$ cat src/rtl/ap_mem_pkg.sv
// ============================================================================
// Module : ap_mem_pkg
// Brief  : Shared types and helpers for the AP vector-memory scheduler.
// Rev    : 1.0  initial release
// ============================================================================
`default_nettype none

package ap_mem_pkg;

  typedef enum logic [1:0] {
    IDLE = 2'd0,
    RUN  = 2'd1,
    FIN  = 2'd2
  } sw_state_e;

  // Bit positions of each requester inside the arbiter req/gnt vectors
  localparam int GNT_A = 0;
  localparam int GNT_B = 1;

  function automatic int row_width(input int elem_w, input int num_units);
    return elem_w * num_units;
  endfunction

endpackage

`default_nettype wire

$ cat src/rtl/ap_rr_arb2.sv
// ============================================================================
// Module : ap_rr_arb2
// Brief  : Two-way round-robin arbiter with a last-grant flop; A wins first tie.
// Rev    : 1.0  initial release
// ============================================================================
`default_nettype none

module ap_rr_arb2
  import ap_mem_pkg::*;
(
  input  logic       clk,
  input  logic       rst_n,
  input  logic [1:0] i_req,
  output logic [1:0] o_gnt
);

  logic r_last_b;
  logic [1:0] w_gnt;

  always_comb begin
    w_gnt = 2'b00;
    if (i_req[GNT_A] && i_req[GNT_B]) begin
      if (r_last_b) w_gnt[GNT_A] = 1'b1;
      else          w_gnt[GNT_B] = 1'b1;
    end else if (i_req[GNT_A]) begin
      w_gnt[GNT_A] = 1'b1;
    end else if (i_req[GNT_B]) begin
      w_gnt[GNT_B] = 1'b1;
    end
  end

  assign o_gnt = w_gnt;

  // The rotation pointer only moves when both sides contend
  always_ff @(posedge clk or negedge rst_n) begin
    if (!rst_n) begin
      r_last_b <= 1'b1;
    end else if (i_req[GNT_A] && i_req[GNT_B]) begin
      r_last_b <= w_gnt[GNT_B];
    end
  end

endmodule

`default_nettype wire

$ cat src/rtl/ap_mem_scheduler.sv
// ============================================================================
// Module : ap_mem_scheduler
// Brief  : Shares the AP memory write port between two requesters and streams
//          contiguous row sweeps out of its combinational read port.
// Rev    : 1.0  initial release
// ============================================================================
`default_nettype none

module ap_mem_scheduler
  import ap_mem_pkg::*;
#(
  parameter int ELEM_W     = 32,
  parameter int NUM_UNITS  = 8,
  parameter int MEM_HEIGHT = 1000,
  parameter int ADDR_W     = $clog2(MEM_HEIGHT) + 1,
  parameter int ROW_W      = row_width(ELEM_W, NUM_UNITS)
)(
  input  logic              clk,
  input  logic              rst_n,
  input  logic              i_a_req,
  input  logic [ADDR_W-1:0] i_a_addr,
  input  logic [ROW_W-1:0]  i_a_data,
  output logic              o_a_ack,
  input  logic              i_b_req,
  input  logic [ADDR_W-1:0] i_b_addr,
  input  logic [ROW_W-1:0]  i_b_data,
  output logic              o_b_ack,
  output logic              o_wr_err,
  output logic              o_mem_we,
  output logic [ADDR_W-1:0] o_mem_waddr,
  output logic [ROW_W-1:0]  o_mem_wdata,
  input  logic              i_sw_start,
  input  logic [ADDR_W-1:0] i_sw_base,
  input  logic [ADDR_W-1:0] i_sw_count,
  output logic [ADDR_W-1:0] o_mem_raddr,
  input  logic [ROW_W-1:0]  i_mem_rdata,
  output logic              o_rd_valid,
  output logic [ROW_W-1:0]  o_rd_data,
  output logic              o_sw_busy,
  output logic              o_sw_done
);

  localparam logic [ADDR_W-1:0] c_TOP_ROW = ADDR_W'(MEM_HEIGHT);

  logic [1:0]        w_req;
  logic [1:0]        w_gnt;
  logic              w_any;
  logic              w_oor;
  logic [ADDR_W-1:0] w_waddr;
  logic [ROW_W-1:0]  w_wdata;

  assign w_req[GNT_A] = i_a_req;
  assign w_req[GNT_B] = i_b_req;

  ap_rr_arb2 u_arb (
    .clk   (clk),
    .rst_n (rst_n),
    .i_req (w_req),
    .o_gnt (w_gnt)
  );

  assign w_any   = |w_gnt;
  assign w_waddr = w_gnt[GNT_B] ? i_b_addr : i_a_addr;
  assign w_wdata = w_gnt[GNT_B] ? i_b_data : i_a_data;
  assign w_oor   = (w_waddr > c_TOP_ROW);

  // Out-of-range grants are acked and flagged but never reach the memory
  always_ff @(posedge clk or negedge rst_n) begin
    if (!rst_n) begin
      o_a_ack     <= 1'b0;
      o_b_ack     <= 1'b0;
      o_wr_err    <= 1'b0;
      o_mem_we    <= 1'b0;
      o_mem_waddr <= '0;
      o_mem_wdata <= '0;
    end else begin
      o_a_ack  <= w_gnt[GNT_A];
      o_b_ack  <= w_gnt[GNT_B];
      o_wr_err <= w_any & w_oor;
      o_mem_we <= w_any & ~w_oor;
      if (w_any && !w_oor) begin
        o_mem_waddr <= w_waddr;
        o_mem_wdata <= w_wdata;
      end
    end
  end

  sw_state_e         r_state;
  sw_state_e         w_state_nxt;
  logic [ADDR_W-1:0] r_remain;
  logic [ADDR_W-1:0] w_raddr_inc;
  logic              w_load;
  logic              w_step;
  logic              w_done_nxt;

  assign w_raddr_inc = (o_mem_raddr == c_TOP_ROW) ? '0 : o_mem_raddr + 1'b1;

  always_comb begin
    w_state_nxt = r_state;
    w_load      = 1'b0;
    w_step      = 1'b0;
    w_done_nxt  = 1'b0;
    case (r_state)
      IDLE: begin
        if (i_sw_start) begin
          if (i_sw_count == '0) begin
            w_state_nxt = FIN;
          end else begin
            w_load      = 1'b1;
            w_state_nxt = RUN;
          end
        end
      end
      RUN: begin
        w_step = 1'b1;
        if (r_remain == ADDR_W'(1)) w_state_nxt = FIN;
      end
      FIN: begin
        w_done_nxt  = 1'b1;
        w_state_nxt = IDLE;
      end
      default: w_state_nxt = IDLE;
    endcase
  end

  always_ff @(posedge clk or negedge rst_n) begin
    if (!rst_n) begin
      r_state     <= IDLE;
      r_remain    <= '0;
      o_mem_raddr <= '0;
      o_rd_valid  <= 1'b0;
      o_rd_data   <= '0;
      o_sw_done   <= 1'b0;
    end else begin
      r_state    <= w_state_nxt;
      o_rd_valid <= w_step;
      o_sw_done  <= w_done_nxt;
      if (w_load) begin
        o_mem_raddr <= i_sw_base;
        r_remain    <= i_sw_count;
      end
      if (w_step) begin
        o_rd_data   <= i_mem_rdata;
        o_mem_raddr <= w_raddr_inc;
        r_remain    <= r_remain - 1'b1;
      end
    end
  end

  assign o_sw_busy = (r_state != IDLE);

endmodule

`default_nettype wire
$ cat config.mk
export PLATFORM = sky130hd
export DESIGN_NAME = ap_mem_scheduler
export DESIGN_NICKNAME = d
export VERILOG_FILES = /design/src/rtl/ap_mem_pkg.sv /design/src/rtl/ap_rr_arb2.sv /design/src/rtl/ap_mem_scheduler.sv
export SDC_FILE = /design/constraint.sdc
export NUM_CORES = 1
export LEC_CHECK = 0
export CORE_AREA = 5 5 533 535
export DETAILED_ROUTE_END_ITERATION = 6
export DIE_AREA = 0 0 538 540
export PLACE_DENSITY = 0.38
export SLEW_MARGIN = 20
export SYNTH_ARGS = -nofsm -noshare
export SYNTH_HDL_FRONTEND = slang
export SYNTH_HIERARCHICAL = 1
export SYNTH_SLANG_ARGS = --single-unit
$ cat constraint.sdc
create_clock -name clk -period 2.6 [get_ports clk]
set_input_delay 0.65 -clock clk [delete_from_list [all_inputs] [get_ports clk]]
set_output_delay 0.65 -clock clk [all_outputs]
set_load 0.05 [all_outputs]
Word-level counts from Yosys, hierarchy flattened
Index checks and enable logic that the tools add are counted.
Storage, ports and cells
  register bits after elaboration: 554
  input bits: 817
  logic and storage cells: 56
Operators by class
  add/subtract/negate cells: 2
  order comparisons: 1
  equal/unequal tests: 6
  muxes and demuxes: 22
  bitwise operators: 3
  reduce and logical (&&, ||, !) cells: 9
Operators with widths (count)
  256-bit two-way mux: 1
  11-bit two-way mux: 6
  11-bit by 1-bit adder with 11-bit output (second input constant): 1
  11-bit by 1-bit equality test with 1-bit output (second input constant): 1
  11-bit by 10-bit equality test with 1-bit output (second input constant): 1
  11-bit by 10-bit greater-than comparator with 1-bit output (second input constant): 1
  11-bit zero test: 1
  11-bit by 1-bit subtractor with 11-bit output (second input constant): 1
  1-bit two-way mux: 10
  2-bit two-way mux: 4
  2-bit inequality test (second input constant): 2
  2-bit case mux with 2 select lines: 1
  2-bit nonzero test: 2
  1-bit bitwise AND: 2
  2-bit by 1-bit equality test with 1-bit output (second input constant): 1
  2-bit equality test (second input constant): 1
  1-bit logical AND: 2
  2-bit zero test: 1
  2-bit AND reduction: 1
  2-bit OR reduction: 1
  1-bit zero test: 1
  1-bit inverter: 1

Longest topological paths before layout
Gate-level depths: netlist of run 1.
  word-level depth: 7
  mapped depth: 10
  gate-level depth less buffers: 7

By module
The synthesis of run 1 kept the hierarchy.
Modules (own cells, without submodules)
  ap_mem_scheduler: times used 1, cells each 2143, area each 25273.0 um2
  ap_rr_arb2: times used 1, cells each 6, area each 57.6 um2

Worst setup path before layout of run 1
No wires, ideal clock.
  path kind: input port to flip-flop
  start point: in i_b_req
  end point: reg o_mem_wdata[184]
  library setup time: 0.127 ns
  data arrival time: 2.376 ns
  path slack: 0.097 ns
  stages: 6
  cell sequence: a21boi_0 buf_2 clkbuf_1 buf_1 mux2_2 mux2_1
On the way
  longest elaborated chain between the ends: 7
  elaborated cells on any way between the ends: 10
  classes of those cells: order compare (1); mux (5); reduce/logical (4)
RTL lines
  from (decl): RTL line ap_mem_scheduler.sv:24  | input logic i_b_req,
  1-bit two-way mux: RTL line ap_rr_arb2.sv:27  | end else if (i_req[GNT_B]) begin
  1-bit two-way mux: RTL line ap_rr_arb2.sv:25  | end else if (i_req[GNT_A]) begin
  2-bit two-way mux *: RTL line ap_rr_arb2.sv:22  | if (i_req[GNT_A] && i_req[GNT_B]) begin
  11-bit two-way mux: RTL line ap_mem_scheduler.sv:63  | assign w_waddr = w_gnt[GNT_B] ? i_b_addr : i_a_addr;
  11-bit by 10-bit greater-than comparator with 1-bit output: RTL line ap_mem_scheduler.sv:65  | assign w_oor = (w_waddr > c_TOP_ROW);
  1-bit zero test: RTL line ap_mem_scheduler.sv:81  | if (w_any && !w_oor) begin
  1-bit logical AND: RTL line ap_mem_scheduler.sv:81
  to (signal assigned): RTL line ap_mem_scheduler.sv:83  | o_mem_wdata <= w_wdata;
  to (decl): RTL line ap_mem_scheduler.sv:31  | output logic [ROW_W-1:0] o_mem_wdata,
Mark *: on every way between the ends. The rest lies on a longest branch, timed or not.
A chain may end at the register's enable or synchronous reset.

Worst setup path after layout of run 1
  start point: in i_b_req
  end point: reg o_mem_wdata[67]
On the way
  longest elaborated chain between the ends: 7
  elaborated cells on any way between the ends: 10
  classes of those cells: order compare (1); mux (5); reduce/logical (4)
RTL lines
  1-bit two-way mux: RTL line ap_rr_arb2.sv:27
  1-bit two-way mux: RTL line ap_rr_arb2.sv:25
  2-bit two-way mux *: RTL line ap_rr_arb2.sv:22
  net w_gnt[1]: RTL line ap_mem_scheduler.sv:46  | logic [1:0] w_gnt;
  11-bit two-way mux: RTL line ap_mem_scheduler.sv:63
  11-bit by 10-bit greater-than comparator with 1-bit output: RTL line ap_mem_scheduler.sv:65
  1-bit zero test: RTL line ap_mem_scheduler.sv:81
  1-bit logical AND: RTL line ap_mem_scheduler.sv:81
Mark *: on every way through the listed nets, which the timed path passes. The rest lies on a longest branch.

==> qor.txt, run 1 <==
outcome = finished, final reports clean
worst skew pair latency = 680 ps
via count = 22,180
RSZ-0062 raised after global routing = no
layout cell share with drive strength beyond 1 = 27.22%
sequential share of the synthesized area = 54.73%
FF-to-FF setup slack = 240 ps
clock skew = 40.20 ps
final worst-path cycle share = 97.04%
vias in the first global route = 24,360
number of synthesized flops with an enable pin = 0
top sig layer = met5
Synth async-reset ratio = 100.0%
critical-path maximum fanout = 14
total grt overflow = 0
vias per cell = 3.013
Worst path slowest cell = clkdlybuf4s50_1
Reg2Reg Depth = 8
slowest stage delay, CP = 570 ps
Worst R2R Start = u_arb/r_last_b
area delta synth->final = 80.03%
Critical Path Start = i_b_req
Net Count, Synth = 2,970
Total GRT Usage = 11.92%
worst vdd ir = 0.5533 mV
initial antenna violation count = 58
Seq cells post-synth = 554
Netlist cell types = 51
Horiz. Die Dim = 538 um
first-pass GRT wire length = 234,400 um
final core occ = 16.38%
HP Class = input pin to async pin
DRT Pass-1 Iters = 5
drt wl/cell = 24.69 um
Final min period = 2523 ps
Critical Path RT = 3130 ps
Synth Cell Area = 25,330 um2
commonest non-fill, non-tap cell in the layout = clkdlybuf4s50_1
Port Buffers = 1,357
final WL = 181,800 um
antenna viol nets, final = 0
YS warnings = 6
Worst R2R End = o_mem_wdata[67]
Root Buffer = clkbuf_16
Metal-1 WL = 67,380 um
final setup fails = 0
die height = 540 um
Synth Instances = 2,149
crit path kind = input pin to flop
Syn Area/Cell = 11.79 um2
dpl ws = -664.8 ps
setup slack after layout = 77.04 ps
die area = 290,500 um2
startpoint types = input pin
GPL Wtd Cong = 0.8216
maximum number of pins on one net before global-route repair = 88
cell row count = 194
WL met3 = 16,520 um
total power = 0.05746 W
Final Hold Fails = 0
Top FF cell, synth = dfrtp_1
nets@finish = 4,387
number of CTS-inserted buffers = 74
core area = 278,400 um2
CP cell instances = clkdlybuf4s50_1 > a21boi_4 > mux2i_1 > a21oi_1 > o21ai_2 > o21a_4 > buf_12 > buf_4 > mux2_4
Max Cap Violations = 0
Clock Pin Slew Worst Setup and Hold Paths = 60 ps
WHS = 467.2 ps
# DRC = 0
Data arrival, critical path = 3050 ps
CP Capture Type = flop
met2 WL = 94,620 um
DP HPWL = 154,800 um
max-slew violation count = 0
Slew HR = 51.46%
CTS max path bufs = 3
drt first-iter violations = 991
Starting Density = 9.098%
Lkg Pwr = 19.65 nW
Ports = 1,358
CTS tree = built
f_max = 0.3964 GHz
most frequent cells in the layout = clkdlybuf4s50_1 (909), nand2_1 (791), dfrtp_1 (553)
Clock Sinks = 554
Setup Buffers After CTS = 0
Slew @ Worst Pin = 731.0 ps
# H-tree levels = 3
Power Density = 1260 nW/um2
-- state kept, by name, indices dropped and copies added (netlist names), 2 cells and up --
| register | cells |
|---|---|
| o_rd_data | 256 |
| r_state | 2 |
| o_mem_waddr | 11 |
| o_mem_raddr | 11 |
| r_remain | 11 |
| o_mem_wdata | 256 |
-- worst max-delay path, delay by kind of cell --
kind,cells,cell delay (ps)
buf+inv,3,1080
mux,2,620
compound gates,4,660
-- metrics by stage --
stage | TNS, ps | std cells | area (um2)
after CTS | 0 | 7347 | 45520
after floorplan | 0 | 2149 | 25330
final | 0 | 7363 | 45600
after global placement | -178080 | 7213 | 43250
after detailed placement | -157890 | 7213 | 43250
after global routing | 0 | 7357 | 45590
-- how the worst max path moves through the flow --
stage	slack, ps	depth (start not counted)	to
after floorplan	100	6	o_mem_wdata[184]
after global placement	-740	9	o_mem_wdata[206]
after detailed placement	-660	9	o_mem_wdata[211]
after CTS	0.2	1	o_rd_data[9]
after global routing	0.4	1	o_rd_data[116]
final	80	9	o_mem_wdata[67]
-- power by group --
group / internal (W) / total, W / switching, W
Combinational: 0.00986 / 0.0316 / 0.0217
Clock: 0.00628 / 0.0107 / 0.00441
Sequential: 0.0122 / 0.0152 / 0.00301
-- metal layers --
metal | track usage [%] | vias up
li1 | - | 10000
met1 | 12.87 | 10960
met2 | 21.91 | 1010
met3 | 4.378 | 185
met4 | 2.901 | 28
met5 | 0 | -
-- layout make-up --
type | count | area (um2)
Fill cell | 31150 | 232800
Timing Repair Buffer | 1465 | 13920
Sequential cell | 554 | 13860
Multi-Input combinational cell | 1459 | 10560
Tap cell | 3724 | 4659
Clock buffer | 106 | 2143
Clock inverter | 27 | 356.6
Inverter | 12 | 52.55
Antenna cell | 16 | 40.04
-- cells in the mapped netlist (2+ instances only) --
library cell	instances	area share, %
a22oi_1	8	0.24
nor2b_1	4	0.099
dfrtp_1	553	55
ha_1	4	0.20
o211ai_1	2	0.059
a31oi_1	3	0.074
and3_1	6	0.15
buf_6	4	0.18
nor4_1	7	0.17
mux2_4	200	12
o2bb2ai_1	4	0.14
clkbuf_1	81	1.2
nand2_1	791	12
a21oi_1	13	0.26
or3_1	2	0.049
nand3_1	10	0.20
o22ai_1	3	0.074
inv_1	12	0.18
nand2b_1	3	0.074
a2bb2oi_1	2	0.069
o21ai_0	17	0.34
o31a_1	2	0.069
a32oi_1	3	0.10
buf_2	12	0.24
a21o_1	2	0.059
buf_4	4	0.12
mux2_2	309	14
nor3_1	10	0.20
mux2i_1	5	0.20
o21a_1	4	0.12
buf_12	22	1.7
nor2_1	16	0.24
mux2_1	13	0.58
-- timing repair --
action	in CTS	in global routing
resized for setup	187	16
endpoints found under the setup margin	187	16
hold endpoints to repair	21	0
hold buffers	1	0
-- logic make-up after synthesis --
family	synth area share, %
buf+inv	3.665
simple gates	13.03
compound gates	1.971
fa+ha+maj	0.1976
flops	54.73
mux	26.37
xor+xnor	0.03458
No activity file was read; power rests on OpenSTA's default activity.
==> inputs of run 2 (changes only) <==
--- a/config.mk
+++ b/config.mk
@@ -6,9 +6,11 @@
 export NUM_CORES = 1
 export LEC_CHECK = 0
 export CORE_AREA = 5 5 533 535
+export CTS_CLUSTER_SIZE = 30
 export DETAILED_ROUTE_END_ITERATION = 6
 export DIE_AREA = 0 0 538 540
 export PLACE_DENSITY = 0.38
+export SKIP_LAST_GASP = 1
 export SLEW_MARGIN = 20
 export SYNTH_ARGS = -nofsm -noshare
 export SYNTH_HDL_FRONTEND = slang
==> results of run 2 <==
No change in the layout: final DEF, timing and power equal those of run 1.
==> inputs of run 3 (changes only) <==
--- a/config.mk
+++ b/config.mk
@@ -5,10 +5,10 @@
 export SDC_FILE = /design/constraint.sdc
 export NUM_CORES = 1
 export LEC_CHECK = 0
-export CORE_AREA = 5 5 533 535
+export CORE_AREA = 2 2 530 532
 export CTS_CLUSTER_SIZE = 30
 export DETAILED_ROUTE_END_ITERATION = 6
-export DIE_AREA = 0 0 538 540
+export DIE_AREA = 0 0 532 534
 export PLACE_DENSITY = 0.38
 export SKIP_LAST_GASP = 1
 export SLEW_MARGIN = 20
==> run 3 against run 2 <==
  * Final area grew 0.47%
  * Critical endpoint is now o_mem_wdata[111]
  * Combinational power hardly changed
  * Global-route usage is 0.073 points lower
  * First-iteration DRC count down 11%
  * Largest cell class unchanged
==> qor.txt, run 3 (synthesis results as in run 1) <==
outcome = finished, final reports clean
CTS tree = built
fin cells = 7,372
vias in the first global route = 24,080
nets@finish = 4,398
startpoint types = flop
via count = 21,970
first-pass GRT wire length = 228,500 um
Horiz. Die Dim = 532 um
Slew @ Worst Pin = 897.3 ps
total grt overflow = 0
Slew HR = 40.18%
crit path kind = flop to primary output
most frequent cells in the layout = clkdlybuf4s50_1 (884), nand2_1 (791), dfrtp_1 (553)
Lkg Pwr = 19.78 nW
# DRC = 0
CP delay by family, top = buffers and inverters
Worst R2R Start = u_arb/r_last_b
# H-tree levels = 3
RSZ-0062 raised after global routing = no
Starting Density = 9.098%
drt first-iter violations = 886
HP Class = flop to flop
Critical Path Sink = o_mem_wdata[111]
Final min period = 2524 ps
final WL = 173,900 um
die area = 284,100 um2
placed cells = 7,220
cell row count = 194
critical-path maximum fanout = 2
Reg2Reg Depth = 9
final setup fails = 0
die height = 534 um
Setup Buffers After CTS = 0
final worst-path cycle share = 97.08%
Critical Path RT = 1950 ps
worst skew pair latency = 690 ps
Power Density = 1258 nW/um2
DRT Pass-1 Iters = 5
Total GRT Usage = 11.85%
worst vdd ir = 0.7886 mV
Worst path slowest cell = clkdlybuf4s50_1
GPL Wtd Cong = 0.9099
Ports = 1,358
Data arrival, critical path = 1870 ps
Worst R2R End = o_mem_wdata[81]
Final Hold Fails = 0
Port Buffers = 1,357
antenna viol nets, final = 0
Clock Pin Slew Worst Setup and Hold Paths = 60 ps
layout cell share with drive strength beyond 1 = 26.64%
WHS = 463.4 ps
Largest regs = o_mem_wdata: 256 flops, o_rd_data: 256 flops
CP cell instances = clkdlybuf4s50_1
initial antenna violation count = 44
max-slew violation count = 0
slowest stage delay, CP = 820 ps
WP depth = 1
Buf+Inv Stages, Crit Path = 1
FF-to-FF setup slack = 230 ps
CTS max path bufs = 3
Max Cap Violations = 0
Root Buffer = clkbuf_16
vias per cell = 2.980
Critical Path Start = o_mem_wdata[111]
Fill cells = 31,150
Clock Sinks = 554
area delta synth->final = 80.87%
number of CTS-inserted buffers = 78
commonest non-fill, non-tap cell in the layout = clkdlybuf4s50_1
maximum number of pins on one net before global-route repair = 144
drt wl/cell = 23.59 um
f_max = 0.3962 GHz
DP HPWL = 145,100 um
core area = 278,400 um2
CP Capture Type = primary output
clock skew = 32.73 ps
## run 3: cell types whose count changed in the layout (fill, tap and decap cells not counted), moves of 2 or more
cell / previous run / this run
buf_4: 325 / 299
clkbuf_8: 15 / 20
dlygate4sd2_1: 187 / 245
clkbuf_16: 75 / 79
diode_2: 16 / 10
clkinv_2: 12 / 7
clkdlybuf4s50_1: 909 / 884
clkbuf_1: 16 / 18
clkinv_4: 1 / 5
dlymetal6s2s_1: 16 / 13
buf_12: 26 / 29
inv_6: 3 / 1
## run 3: cell type report
class	count	area [um2]	share of cell area, %
sequential	554	13860	30.26
antenna	10	25.02	0.05462
clock buffer	117	2320	5.063
multi-input combinational	1459	10560	23.06
inverter	12	52.55	0.1147
tap	3724	4659	10.17
timing repair buffer	1472	14010	30.57
clock inverter	24	322.8	0.7046
## run 3: metrics by stage
stage                     utilization, %  worst slack [ps]  instance area (um2)  total power [W]  setup TNS (ps)
after floorplan                        -             96.92                25330          0.03356               0
after global placement             15.59            -615.9                43410          0.04854         -140330
after detailed placement           15.59            -615.1                43410          0.04848         -139500
after CTS                          16.44             1.030                45760          0.05927               0
final                              16.46             75.84                45820          0.05763               0
after global routing               16.45            0.2853                45800          0.06062               0
## run 3: worst min-delay path, delay by kind of cell (launching register included)
| family | cells | cell delay, ps |
|---|---|---|
| flip-flops | 1 | 330 |
| AND/OR/NAND/NOR | 2 | 100 |
## run 3: worst min-delay path by stage
stage | startpoint | to | slack, ps | depth (start not counted)
detailed placement | o_rd_data[216] | o_rd_data[216] | 460 | 2
CTS | i_mem_rdata[176] | o_rd_data[176] | 380 | 3
global placement | o_rd_data[79] | o_rd_data[79] | 460 | 2
floorplan | rst_n | o_a_ack | 350 | 0
finish | o_rd_data[181] | o_rd_data[181] | 460 | 2
global route | i_mem_rdata[161] | o_rd_data[161] | 410 | 3
## run 3: per-layer routing
metal  up-vias  wire (um)  share of wire (%)  track usage (%)
met5         -         80              0.046                0
met1     10760      65360                 38            12.75
met3       160      15210                8.7            4.563
li1      10010          -                  -                -
met4        12       4319                2.5            3.318
met2      1022      88920                 51            21.41
## run 3: repair_timing
action,CTS,global route
hold endpoints to repair,22,0
pin swaps,0,0
resized for setup,245,13
setup endpoints to repair,245,13
cloned,0,0
hold buffers,1,0
## run 3: report_power, final
group	total [W]	internal (W)	switching, W
Clock	0.0112	0.00659	0.00462
Sequential	0.0150	0.0122	0.00285
Combinational	0.0314	0.00972	0.0217
Total	0.0576	0.0285	0.0291
